--- src/rtl/pc_fetch_unit.sv ---
// Fetch-stage program counter: reset / exception / redirect / stall / RAS / sequential next-PC selection.
// Optional return-address stack enabled by defining PC_FETCH_RAS_EN.
module pc_fetch_unit #(
   parameter int unsigned       ADDR_W      = 32,
   parameter logic [ADDR_W-1:0] RESET_VEC   = 32'h0000_0000,
   parameter logic [ADDR_W-1:0] EXC_VEC     = 32'h8000_0180,
   parameter int unsigned       INSTR_BYTES = 4,
   parameter int unsigned       RAS_DEPTH   = 4
) (
   input  logic              Clk,
   input  logic              Reset,
   input  logic              NotStall,
   input  logic              Redirect,
   input  logic [ADDR_W-1:0] RedirectAddr,
   input  logic              Exception,
   input  logic              Call,
   input  logic              Return,
   output logic [ADDR_W-1:0] PCResult,
   output logic [ADDR_W-1:0] PCPlus4,
   output logic [ADDR_W-1:0] EPC,
   output logic              PredTaken,
   output logic              RasEmpty,
   output logic              RasFull
);

   localparam logic [ADDR_W-1:0] STEP       = ADDR_W'(INSTR_BYTES);
   localparam logic [ADDR_W-1:0] ALIGN_MASK = ~(ADDR_W'(INSTR_BYTES - 1));

   logic [ADDR_W-1:0] pc_q, pc_d;
   logic [ADDR_W-1:0] epc_q, epc_d;
   logic              pred_q, pred_d;
   logic [ADDR_W-1:0] pc_plus_s;

   assign pc_plus_s = pc_q + STEP;

`ifdef PC_FETCH_RAS_EN
   localparam int unsigned PTR_W = (RAS_DEPTH > 1) ? $clog2(RAS_DEPTH) : 1;
   localparam int unsigned CNT_W = $clog2(RAS_DEPTH + 1);
   localparam logic [CNT_W-1:0] CNT_FULL = CNT_W'(RAS_DEPTH);

   // top_q is the next free slot; the top entry lives at top_q-1 and the pointer wraps naturally
   logic [ADDR_W-1:0] ras_q [RAS_DEPTH];
   logic [PTR_W-1:0]  top_q, top_d, top_m1_s, ras_widx_s;
   logic [CNT_W-1:0]  cnt_q, cnt_d;
   logic              ras_we_s;
   logic              ras_hit_s;

   assign top_m1_s  = top_q - PTR_W'(1);
   assign ras_hit_s = (cnt_q != CNT_W'(0));
`else
   logic unused_s;
   assign unused_s = ^{Call, Return, 32'(RAS_DEPTH)};
`endif

   // Next-PC selection and RAS control
   always_comb begin
      pc_d   = pc_q;
      epc_d  = epc_q;
      pred_d = pred_q;
`ifdef PC_FETCH_RAS_EN
      top_d      = top_q;
      cnt_d      = cnt_q;
      ras_we_s   = 1'b0;
      ras_widx_s = top_q;
`endif
      if (Exception) begin
         pc_d   = EXC_VEC;
         epc_d  = pc_q;
         pred_d = 1'b0;
`ifdef PC_FETCH_RAS_EN
         cnt_d  = CNT_W'(0);
`endif
      end else if (Redirect) begin
         pc_d   = RedirectAddr & ALIGN_MASK;
         pred_d = 1'b0;
      end else if (!NotStall) begin
         pc_d = pc_q;
      end else begin
`ifdef PC_FETCH_RAS_EN
         if (Return && ras_hit_s) begin
            pc_d   = ras_q[top_m1_s];
            pred_d = 1'b1;
            // Call+Return swaps the top entry in place
            if (Call) begin
               ras_we_s   = 1'b1;
               ras_widx_s = top_m1_s;
            end else begin
               top_d = top_m1_s;
               cnt_d = cnt_q - CNT_W'(1);
            end
         end else begin
            pc_d   = pc_plus_s;
            pred_d = 1'b0;
            if (Call) begin
               ras_we_s   = 1'b1;
               ras_widx_s = top_q;
               top_d      = top_q + PTR_W'(1);
               cnt_d      = (cnt_q == CNT_FULL) ? cnt_q : cnt_q + CNT_W'(1);
            end else begin
               ras_we_s = 1'b0;
            end
         end
`else
         pc_d   = pc_plus_s;
         pred_d = 1'b0;
`endif
      end
   end

   // PC, EPC and prediction flag registers
   always_ff @(posedge Clk) begin
      if (Reset) begin
         pc_q   <= RESET_VEC;
         epc_q  <= {ADDR_W{1'b0}};
         pred_q <= 1'b0;
      end else begin
         pc_q   <= pc_d;
         epc_q  <= epc_d;
         pred_q <= pred_d;
      end
   end

`ifdef PC_FETCH_RAS_EN
   // RAS pointer, occupancy and storage
   always_ff @(posedge Clk) begin
      if (Reset) begin
         top_q <= PTR_W'(0);
         cnt_q <= CNT_W'(0);
         for (int i = 0; i < int'(RAS_DEPTH); i++) begin
            ras_q[i] <= {ADDR_W{1'b0}};
         end
      end else begin
         top_q <= top_d;
         cnt_q <= cnt_d;
         if (ras_we_s) begin
            ras_q[ras_widx_s] <= pc_plus_s;
         end
      end
   end

   assign RasEmpty = (cnt_q == CNT_W'(0));
   assign RasFull  = (cnt_q == CNT_FULL);
`else
   assign RasEmpty = 1'b1;
   assign RasFull  = 1'b0;
`endif

   assign PCResult  = pc_q;
   assign PCPlus4   = pc_plus_s;
   assign EPC       = epc_q;
   assign PredTaken = pred_q;

endmodule

--- config.mk ---
export PLATFORM = sky130hd
export DESIGN_NAME = pc_fetch_unit
export DESIGN_NICKNAME = d
export VERILOG_FILES = /design/src/rtl/pc_fetch_unit.sv
export SDC_FILE = /design/constraint.sdc
export NUM_CORES = 1
export LEC_CHECK = 0
export BUFFER_PORTS_ARGS = -buffer_cell sky130_fd_sc_hd__buf_2
export CORE_ASPECT_RATIO = 1.4
export CORE_UTILIZATION = 43
export CTS_CLUSTER_DIAMETER = 80
export DETAILED_ROUTE_END_ITERATION = 7
export GPL_TIMING_DRIVEN = 0
export PLACE_DENSITY = 0.76
export SLEW_MARGIN = 20
export SYNTH_ARGS = -nofsm -noshare
export SYNTH_HDL_FRONTEND = slang
export SYNTH_SLANG_ARGS = --single-unit
--- constraint.sdc ---
create_clock -name Clk -period 1.9 [get_ports Clk]
set_input_delay 0.38 -clock Clk [delete_from_list [all_inputs] [get_ports Clk]]
set_output_delay 0.38 -clock Clk [all_outputs]
set_load 0.03 [all_outputs]
**Word-level counts from Yosys, hierarchy flattened**

Cells that the tools add are included.
W data, S select, Z words.

- Latch bits: 0
- Memory bits (read-only): 0
- Register bits: 64
- Memories: 0
- Input bits: 39
- Output and inout port bits: 99
- RAM bits: 0

- Order comparisons: 0
- Bitwise gates (word level): 0
- Eq/ne operators: 0
- Shift operators: 0
- Div/mod/pow operators: 0
- Add/sub/neg operators: 1
- $mul: 0
- Muxes and demuxes: 3
- Reductions and logical operators: 4

Operator list:

| kind | number |
|---|---|
| $mux W32 | 3 |
| $add A32 B3 Y32 const B | 1 |
| $reduce_bool A3 Y1 | 1 |
| $reduce_or A3 Y1 | 1 |
| $reduce_bool A2 Y1 | 1 |
| $reduce_or A2 Y1 | 1 |

**Depth between registers and ports, before layout**

Gate-level depths: netlist of the first run.

- Depth in word-level cells: 4
- Mapped depth: 7

**Worst setup path after synthesis of the first run**

OpenSTA, ideal clock, no wires.

- Kind: reg2out
- Start point: register pc_q[2] (netlist: PCResult[2])
- End point: output PCPlus4[24]
- Slack: -692 ps
- Stages on the path, launching flop included: 6
- Data arrival time: 2212 ps
- Buffers on the path: 0
- Path through: dfxtp_1 > ha_1 > nand4_1 > nor4_4 > nand3_1 > xnor2_1

- Longest elaborated chain between the ends: 1

RTL lines:

| item | RTL line | text |
|---|---|---|
| start: declaration | 29 | `logic [ADDR_W-1:0] pc_q, pc_d;` |
| start signal: assignment | 117 | `pc_q <= pc_d;` |
| $add A32 B3 Y32 | 34 | `assign pc_plus_s = pc_q + STEP;` |
| end: declaration | 19 | `output logic [ADDR_W-1:0] PCPlus4,` |

No other way between the ends.

**Worst setup path in the final report of the first run**

- Start point: register pc_q[2] (netlist: PCResult[2])
- End point: output PCPlus4[22]

The elaborated chain is that of the path after synthesis.

==> results of run 1 <==
per-layer routing:
metal / track usage / up-vias
met2: 0.504 / 170
met5: 0 / -
met3: 0.0501 / 47
li1: - / 1668
met1: 0.299 / 1698
met4: 0.147 / 0
per-stage QoR:
stage          setup slack (ns)  total power [mW]  area, sq um  utilization  setup TNS, ns
2_1_floorplan            -0.300              1.78         3790            -          -2.55
3_3_place_gp             -0.525              1.94         4530        0.615          -4.61
3_5_place_dp             -0.544              1.94         4530        0.615          -4.88
4_1_cts                  -0.451              3.11         5310        0.721          -7.79
5_1_grt                  -0.577              3.24         5500        0.748         -12.43
6_report                 -0.516              3.14         5500        0.748         -10.73
final timing paths:
path | slack [ns] | start | end | cells after the start
setup / recovery | -0.52 | PCResult[2] | PCPlus4[22] | 8
setup reg to reg | -0.34 | PCResult[3] | PCResult[21] | 13
hold reg to reg | 0.48 | EPC[15] | EPC[15] | 2
hold / removal | 0.26 | RedirectAddr[5] | PCResult[5] | 3
sequential cells by signal (all words and copies together) (netlist names):
| name | cells |
|---|---|
| EPC | 30 |
| PCResult | 30 |
repair_timing:
action	4_1_cts	5_1_grt
resized for setup	94	19
pin swaps	28	28
buffers inserted	41	19
setup endpoints to repair	25	33
placed cells by master, fill, tap and decap left out, types with 9 or more instances in the layout:
cell type,synthesis,routed
nand2_1,21,17
buf_6,0,36
xnor2_4,0,11
dfxtp_1,60,33
dfxtp_4,0,22
xor2_1,27,17
clkbuf_1,13,14
clkbuf_8,0,11
a21oi_1,26,26
buf_4,11,58
xnor2_1,28,17
buf_2,12,99
mux2i_1,31,31
nor2_1,58,52
nand4_1,12,12
o21ai_0,20,20
conb_1,2,9
logic make-up (layout without fill, tap and decap cells):
kind of cell             Yosys count  after routing  share of synthesized area
adder cells (fa/ha/maj)            1              1                    0.00383
multiplexers                      31             31                     0.0949
other                              2              9                    0.00230
flip-flops                        60             60                      0.367
XOR/XNOR                          56             56                      0.152
AO/OA/AOI/OAI                     51             51                     0.0838
AND/OR/NAND/NOR                  143            143                      0.231
buffers and inverters             41            229                     0.0647
worst min-delay path, stage by stage:
cell and delay [ns]:
buf_2 0.08, a21oi_1 0.05, nor2_1 0.07
layout make-up:
class / count / area [sq um] / share of cell area
Clock buffer: 11 / 141 / 0.0257
Sequential cell: 60 / 1290 / 0.234
Multi-Input combinational cell: 291 / 2440 / 0.444
Tap cell: 97 / 121 / 0.0221
Inverter: 3 / 11.3 / 0.00205
Timing Repair Buffer: 179 / 1250 / 0.227
Clock inverter: 5 / 51.3 / 0.00932
Buffer: 31 / 194 / 0.0352
cell usage after synthesis, types with 2 or more instances:
| cell type | count |
|---|---|
| nand2b_1 | 2 |
| conb_1 | 2 |
| a21oi_1 | 26 |
| and4_1 | 5 |
| nand3_1 | 15 |
| buf_4 | 11 |
| a211oi_1 | 2 |
| clkbuf_1 | 13 |
| buf_2 | 12 |
| nor2_1 | 58 |
| xor2_1 | 27 |
| nor3_1 | 6 |
| nand2_1 | 21 |
| dfxtp_1 | 60 |
| xnor2_1 | 28 |
| nand4_1 | 12 |
| inv_1 | 2 |
| nor3_2 | 2 |
| and3_1 | 6 |
| and2_1 | 4 |
| o21ai_0 | 20 |
| mux2i_1 | 31 |
report_power, final:
group	switching [mW]	internal [mW]
registers	0.0615	1.29
clock network	0.527	0.633
logic	0.388	0.244
==> summary.txt, run 1 <==
Worst hold path
  – Min-Delay Path Class: in -> reg

Run
  – Max Cap Viol: 0

Yosys
  – Post-synthesis sequential area ratio: 0.367
  – Share of the synthesized area in the top cell type: 0.367
  – Mapped Area: roughly 3300 sq um
  – FF+latch count, synth: 60
  – Post-synth EDFFs: 0
  – Cells after Synth: just under 400
  – Area contributors post-synth: dfxtp_1 (37%), mux2i_1 (9.5%), xnor2_1 (7.5%), xor2_1 (7.2%), nor2_1 (6.7%)
  – YS warnings: 0
  – Fraction of registers with async set/reset: 0
  – Dominant cell type by area after synthesis: dfxtp_1
  – Syn_area_per_cell: roughly 8.5 sq um
  – Primary FF master, synth: dfxtp_1
  – Synth cell types: 42

Power
  – Power Density: around 570 nW/um^2
  – Leakage: around 2.6 nW
  – VDD IR-drop max: ~0.38 mV

Timing
  – Post-layout worst setup margin: -0.516 ns
  – Fmax: between 0.4 and 0.5 GHz
  – Period minus WS final: about 2.4 ns
  – Crit share post-route: 1.27
  – Hold Vio Cnt, Final: 0
  – Unrepaired setup endpoints after global routing: yes
  – Final setup viols: 28
  – Max_slew headroom: 0.579
  – Clock Skews: roughly 0.011 ns
  – Fin Hold WS: approximately 0.26 ns
  – Least-Margin Pin Slew: 0.631 ns
  – Fin. max-slew vios: 0

Setup path
  – CP endpoint kind: primary output
  – Arrival @ worst endpoint: roughly 2.0 ns
  – CP Buf/Inv Count: 4
  – Crit Path Class: reg -> out
  – Worst stage delay on the critical path: 0.37 ns
  – Gate family responsible for the most delay along the worst path: buffers and inverters
  – CP startpoint kind: register
  – Worst EP required: 1.52 ns
  – Most common cell on crit path: buf_6
  – Max stage delay cell, worst path: dfxtp_4
  – Critical path cell sequence: ha_4 -> nand4_1 -> buf_4 -> nor4_4 -> buf_6 -> buf_6 -> xor2_2 -> buf_6
  – Crit Path Max Fanout: 5

GRT
  – Grt total ovfl: 0
  – Antenna violations before repair: 0
  – First-pass GRT wire length: 16.7 mm
  – Global-route usage over all layers: 0.281
  – Largest net degree at the start of global routing: 11
  – Vias in the first global route: between 3,000 and 4,000

Finish
  – Number of inserted diodes: 0
  – Finished Layout Cells: just under 700
  – Fin nets: 615
  – P&R area growth vs syn: 68.3%
  – Share of cells above drive strength 1: 0.526
  – Fill count: between 400 and 500

Routing
  – Vias per cell: between 5 and 6
  – DRC: 0
  – Highest Signal Layer: met4
  – Final ANT Viol Nets: 0
  – Met3 Wirelength: ~640 um
  – Detailed-routing wirelength on met1: 4.40 mm
  – TritonRoute pass-1 iters: 4
  – Detailed Route Iter0 Violations: 258
  – Wire per inst: ~17 um
  – Routed vias: approximately 3,600
  – Total wire length: between 10 and 15 mm
  – DR WL met2: between 6 and 7 mm

Clock network
  – Root buffer cell: clkbuf_8
  – Clock tree sinks: 60
  – CTS Buf Count: 9
  – Clock latency on the worst-skew pair: between 0.3 and 0.4 ns
  – CTS tree: done
  – Hold buffers post-CTS: 0
  – Clock-pin slew on the worst setup and hold paths: roughly 0.07 ns
  – Longest Clk Path Bufs: 2
  – H-tree depth: 3

Floorplanning
  – Die ar.: 7960 sq um
  – Starting Density: 0.444
  – IO Pins: around 140
  – Die W: ~76 um
  – Core area: 7360 sq um
  – Die Y: between 100 and 150 um
  – Num rows: 37

Run status
  – Outcome: complete, but fails checks
  – Failing checks: negative setup slack

Placed design
  – PortBufs: roughly 120
  – DP Wirelength: about 7 mm
  – # placed instances: 611
  – Placer Congestion: 0.872
(Power assumes the default switching activity.)
==> run 2, diff against run 1 <==
--- a/config.mk
+++ b/config.mk
@@ -11,7 +11,7 @@
 export CTS_CLUSTER_DIAMETER = 80
 export DETAILED_ROUTE_END_ITERATION = 7
 export GPL_TIMING_DRIVEN = 0
-export PLACE_DENSITY = 0.76
+export PLACE_DENSITY_LB_ADDON = 0.2
 export SLEW_MARGIN = 20
 export SYNTH_ARGS = -nofsm -noshare
 export SYNTH_HDL_FRONTEND = slang
==> run 2 against run 1 <==
The flow still finishes with violations (negative setup slack). Cell count is 3.7% lower. Wire length fell by 14%. Die area did not move. Sequential power is essentially flat. Global-route usage shrank 2.1 points. Critical path depth did not move. Critical path type unchanged. Critical endpoint unchanged. Highest routed layer unchanged.
==> summary.txt, run 2 (synthesis gave the netlist of run 1 again) <==
Timing
  – Max_slew headroom: 0.617
  – Unrepaired setup endpoints after global routing: yes
  – Crit share post-route: 1.25
  – Post-layout worst setup margin: -0.470 ns
  – Final setup viols: 25
  – Hold Vio Cnt, Final: 0
  – Fin Hold WS: about 0.27 ns
  – Setup Total Neg Slack: -8.59 ns
  – Least-Margin Pin Slew: about 0.57 ns
  – Clock Skews: 0.0131 ns
  – Fin. max-slew vios: 0
  – Period minus WS final: about 2.4 ns
  – Fmax: 0.422 GHz

Setup path
  – Worst stage delay on the critical path: 0.36 ns
  – WP depth: 8
  – CP endpoint kind: primary output
  – CP Buf/Inv Count: 4
  – Crit Path Class: reg -> out
  – R2r worst-path depth: 8
  – Most common cell on crit path: buf_6
  – Critical path cell sequence: ha_4 -> nand4_1 -> buf_4 -> nor4_4 -> buf_6 -> buf_6 -> xor2_2 -> buf_6
  – CP startpoint kind: register
  – Max stage delay cell, worst path: dfxtp_4
  – Gate family responsible for the most delay along the worst path: buffers and inverters
  – Worst EP required: 1.52 ns
  – Arrival @ worst endpoint: roughly 2.0 ns
  – Crit Path Max Fanout: 5

Finish
  – Cell area after layout: about 5200 sq um
  – Fin nets: 590
  – P&R area growth vs syn: 60.0%
  – Sequential Area: 1280 sq um
  – Commonest non-fill, non-tap cell in the layout: buf_2
  – Number of inserted diodes: 0
  – Fill count: about 580
  – Share of cells above drive strength 1: 0.497
  – Finished Layout Cells: 652
  – Most frequent cells in the layout: buf_2 (99), nor2_1 (52), buf_4 (38), dfxtp_1 (33), buf_6 (33)
  – Area of the multi-input gates: approximately 2400 sq um

Floorplanning
  – Die ar.: between 7000 and 8000 sq um
  – Core area: between 7000 and 8000 sq um
  – Die W: ~76 um
  – Num rows: 37
  – IO Pins: between 100 and 150
  – Die Y: ~110 um
  – Starting Density: 0.444

Placed design
  – PortBufs: ~120
  – Dpl cell area: about 4500 sq um
  – Placer Congestion: between 0.8 and 0.9
  – # placed instances: between 600 and 700
  – DP Wirelength: 7.08 mm
  – Post-place setup slack: -0.580 ns

GRT
  – Antenna violations before repair: 0
  – Largest net degree at the start of global routing: 12
  – Global-route usage over all layers: 0.260
  – Vias in the first global route: 3,141
  – First-pass GRT wire length: roughly 15 mm
  – Grt total ovfl: 0

Clock network
  – Longest Clk Path Bufs: 2
  – CTS tree: done
  – CTS Buf Count: 9
  – Clock latency on the worst-skew pair: around 0.35 ns
  – H-tree depth: 3
  – Hold buffers post-CTS: 0
  – Root buffer cell: clkbuf_8
  – Clock-pin slew on the worst setup and hold paths: 0.07 ns
  – Clock tree sinks: 60

Worst hold path
  – Hold path cells: 3
  – Min-Delay Path Class: in -> reg

Run
  – Max Cap Viol: 0

Power
  – VDD IR-drop max: around 0.45 mV
  – Power Density: between 500 and 600 nW/um^2
  – Leakage: roughly 2.5 nW

Routing
  – TritonRoute pass-1 iters: 5
  – Final ANT Viol Nets: 0
  – Vias per cell: ~5
  – Total wire length: between 10 and 15 mm
  – Detailed Route Iter0 Violations: roughly 140
  – Wire per inst: between 15 and 20 um
  – DRC: 0
  – Routed vias: 3,315

Run status
  – Outcome: complete, but fails checks
  – Failing checks: negative setup slack
## run 2: cell types whose count changed in the layout (fill, tap and decap cells not counted), sizes merged
| cell | change |
|---|---|
| buf | -24 |
| clkbuf | -1 |
## run 2: area by class of cell
| class | instances | area share |
|---|---|---|
| Clock buffer | 11 | 0.0251 |
| Sequential cell | 60 | 0.245 |
| Buffer | 32 | 0.0380 |
| Clock inverter | 5 | 0.0100 |
| Multi-Input combinational cell | 291 | 0.460 |
| Timing Repair Buffer | 153 | 0.196 |
| Tap cell | 97 | 0.0232 |
| Inverter | 3 | 0.00215 |
## run 2: final timing paths
kind	slack, ns	start	to
setup / recovery	-0.47	PCResult[2]	PCPlus4[22]
hold / removal	0.27	RedirectAddr[5]	PCResult[5]
setup reg to reg	0.14	PCResult[3]	PCResult[31]
hold reg to reg	0.49	EPC[17]	EPC[17]
## run 2: timing repair
action                     4_1_cts  5_1_grt
setup endpoints to repair       25       26
gates resized for setup         87       11
buffers inserted                23        8
cloned                           0        0
pin swaps                       26       14
## run 2: worst register-to-register path, stage by stage (launching register included)
cell and delay [ns]:
dfxtp_4 0.36, buf_4 0.15, nand4_1 0.17, nor2_4 0.22, buf_6 0.17, nand4_4 0.13, xnor2_4 0.16, buf_4 0.14
o21a_1 0.17
## run 2: per-stage QoR
step	utilization	total power [mW]
after floorplan	-	1.78
after global placement	0.615	1.93
after detailed placement	0.615	1.94
after CTS	0.698	3.08
after global routing	0.711	3.21
final	0.711	3.07
## run 2: where the power goes
group | switching (mW) | leakage, nW | internal, mW
clock | 0.515 | 0.0931 | 0.600
sequential | 0.0689 | 0.506 | 1.29
combinational | 0.363 | 1.86 | 0.236
total | 0.947 | 2.46 | 2.13
## run 2: metal layers
metal,vias to the layer above,global-route usage,share of wire
li1,1615,-,-
met1,1540,0.294,0.37
met2,142,0.444,0.54
met3,18,0.0685,0.063
met4,0,0.115,0.020
met5,-,0,0
==> run 3, diff against run 2 <==
==> constraint.sdc (replaced) <==
create_clock -name Clk -period 2 [get_ports Clk]
set_input_delay 0.4 -clock Clk [delete_from_list [all_inputs] [get_ports Clk]]
set_output_delay 0.4 -clock Clk [all_outputs]
set_load 0.03 [all_outputs]
==> run 3 against run 2 <==
The flow still finishes with violations (negative setup slack). Clock power increased by 9.9%. Wire length rose by 3.9%. First-iteration DRC count grew 22%. Count of clock-buffer cells in the layout up 2. Sequential power is 5% lower. Worst hold slack better by 0.0079 ns. Die area unchanged. Worst setup slack improved by 0.12 ns. Global-route usage increased by 0.36 points. Flip-flop and latch count stayed put. Final area increased by 4.7%. Clock skew is 0.0056 ns lower.
==> summary.txt, run 3 (synthesis gave the netlist of run 1 again) <==
Clock network
  – Hold buffers post-CTS: 0
  – Root buffer cell: clkbuf_8
  – CTS Buf Count: 9
  – CTS tree: done
  – Longest Clk Path Bufs: 2
  – Clock-pin slew on the worst setup and hold paths: roughly 0.070 ns
  – Clock tree sinks: 60
  – Clock latency on the worst-skew pair: roughly 0.35 ns
  – H-tree depth: 3

Placed design
  – # placed instances: 611
  – Placer Congestion: a little under 0.9
  – DP Wirelength: 6.83 mm
  – PortBufs: 122
  – Dpl cell area: around 4400 sq um

GRT
  – Met1 Track Usage GR: 0.296
  – M2 GR Usage: 0.447
  – First-pass GRT wire length: between 15 and 20 mm
  – Antenna violations before repair: 0
  – M3 GR Usage: 0.0627
  – Grt total ovfl: 0
  – Largest net degree at the start of global routing: 12
  – Global-route usage over all layers: 0.264
  – Layer with the highest usage: met2
  – Vias in the first global route: 3,234

Run status
  – Failing checks: negative setup slack
  – Outcome: complete, but fails checks

Worst hold path
  – Hold Path End: PCResult[5]
  – Hold path cells: 3
  – Min-Delay Path Class: in -> reg
  – Hold Startpoint: RedirectAddr[5]

Run
  – Max Cap Viol: 0

Timing
  – Unrepaired setup endpoints after global routing: yes
  – Fin. max-slew vios: 0
  – Hold Vio Cnt, Final: 0
  – Crit share post-route: 1.18
  – Final setup viols: 27
  – Clock Skews: 0.00752 ns
  – Period minus WS final: about 2.4 ns
  – Least-Margin Pin Slew: approximately 0.57 ns
  – Fmax: roughly 0.42 GHz
  – Setup Total Neg Slack: -6.77 ns
  – Post-layout worst setup margin: -0.353 ns
  – Max_slew headroom: 0.620

Finish
  – Layout Utilization: 0.744
  – Share of cells above drive strength 1: 0.518
  – Most frequent cells in the layout: buf_2 (99), nor2_1 (51), buf_4 (49), buf_6 (40), dfxtp_1 (33)
  – Fin nets: 610
  – Cell area after layout: roughly 5500 sq um
  – Commonest non-fill, non-tap cell in the layout: buf_2
  – Finished Layout Cells: around 670
  – P&R area growth vs syn: 67.5%
  – Number of inserted diodes: 0
  – Fill count: around 510

Setup path
  – Crit Path Class: reg -> out
  – R2r startpoint: PCResult[3]
  – Internal reg-to-reg setup slack: -0.18 ns
  – R2r worst-path depth: 14
  – CP endpoint kind: primary output
  – CP startpoint kind: register
  – Crit Path Max Fanout: 4
  – Arrival @ worst endpoint: around 2.0 ns
  – FF-to-FF End: PCResult[16]
  – Worst EP required: 1.60 ns

Routing
  – DRC: 0
  – Wire per inst: between 15 and 20 um
  – Vias per cell: 5.07
  – Final ANT Viol Nets: 0
  – Detailed Route Iter0 Violations: around 180
  – Total wire length: about 10 mm
  – TritonRoute pass-1 iters: 4
  – Routed vias: between 3,000 and 4,000

Power
  – VDD IR-drop max: between 0.4 and 0.5 mV
  – Leakage: between 2 and 3 nW
  – Power Density: about 560 nW/um^2

Floorplanning
  – Die Y: approximately 110 um
  – Die ar.: about 8000 sq um
  – Num rows: 37
  – Starting Density: 0.444
  – Die W: approximately 76 um
  – Core area: about 7400 sq um
  – IO Pins: approximately 140
run 3: changes by cell type in the layout (fill, tap and decap cells not counted), moves of 2 or more:
cell       change
nand2_2        +2
clkbuf_16      +2
xor2_2         -2
nand2_1        -2
buf_8          +3
buf_4         +11
buf_6          +7
run 3: worst max path at each step:
stage / startpoint / to / slack (ns) / cells past startpoint
after floorplan: PCResult[2] / PCPlus4[24] / -0.22 / 5
after global placement: PCResult[2] / PCPlus4[24] / -0.45 / 6
after detailed placement: PCResult[2] / PCPlus4[24] / -0.48 / 6
after CTS: PCResult[2] / PCPlus4[22] / -0.38 / 8
after global routing: PCResult[17] / PCPlus4[22] / -0.43 / 7
final: PCResult[17] / PCPlus4[29] / -0.35 / 7
run 3: stage by stage:
stage                     power (mW)  worst slack, ns  hold slack (ns)
after global placement          1.83           -0.451            0.468
final                           3.09           -0.353            0.276
after detailed placement        1.84           -0.479            0.476
after CTS                       3.09           -0.380            0.265
after floorplan                 1.69           -0.220            0.534
after global routing            3.21           -0.433            0.289
run 3: final cells by class:
type	count	area, sq um	area share
plain buffers	32	210	0.0384
clock buffers	13	181	0.0331
clock inverters	3	40.0	0.00731
inverters	3	11.3	0.00206
multi-input cells	291	2420	0.443
flip-flops and latches	60	1280	0.235
well taps	97	121	0.0222
repair buffers	173	1200	0.219
run 3: per-layer routing:
layer	part of all wire	routed length (um)
met5	0	0
met3	0.051	532
met4	0.024	251
met1	0.39	4080
met2	0.54	5640
run 3: timing repair:
item / 4_1_cts / 5_1_grt
pin swaps: 32 / 18
setup endpoints to repair: 24 / 27
resized for setup: 103 / 27
setup buffers: 38 / 15
run 3: report_power, final:
group / internal, mW / switching [mW] / total (mW)
Combinational: 0.229 / 0.347 / 0.576
Sequential: 1.23 / 0.0652 / 1.29
Clock: 0.724 / 0.500 / 1.22
Total: 2.18 / 0.912 / 3.09
run 3: worst max-delay path, cell delays in order (launching register included):
cell and delay [ns]:
dfxtp_4 0.37, and4_4 0.26, and4_1 0.22, buf_6 0.11
and3_4 0.24, nand3_4 0.10, xnor2_4 0.15, buf_6 0.14
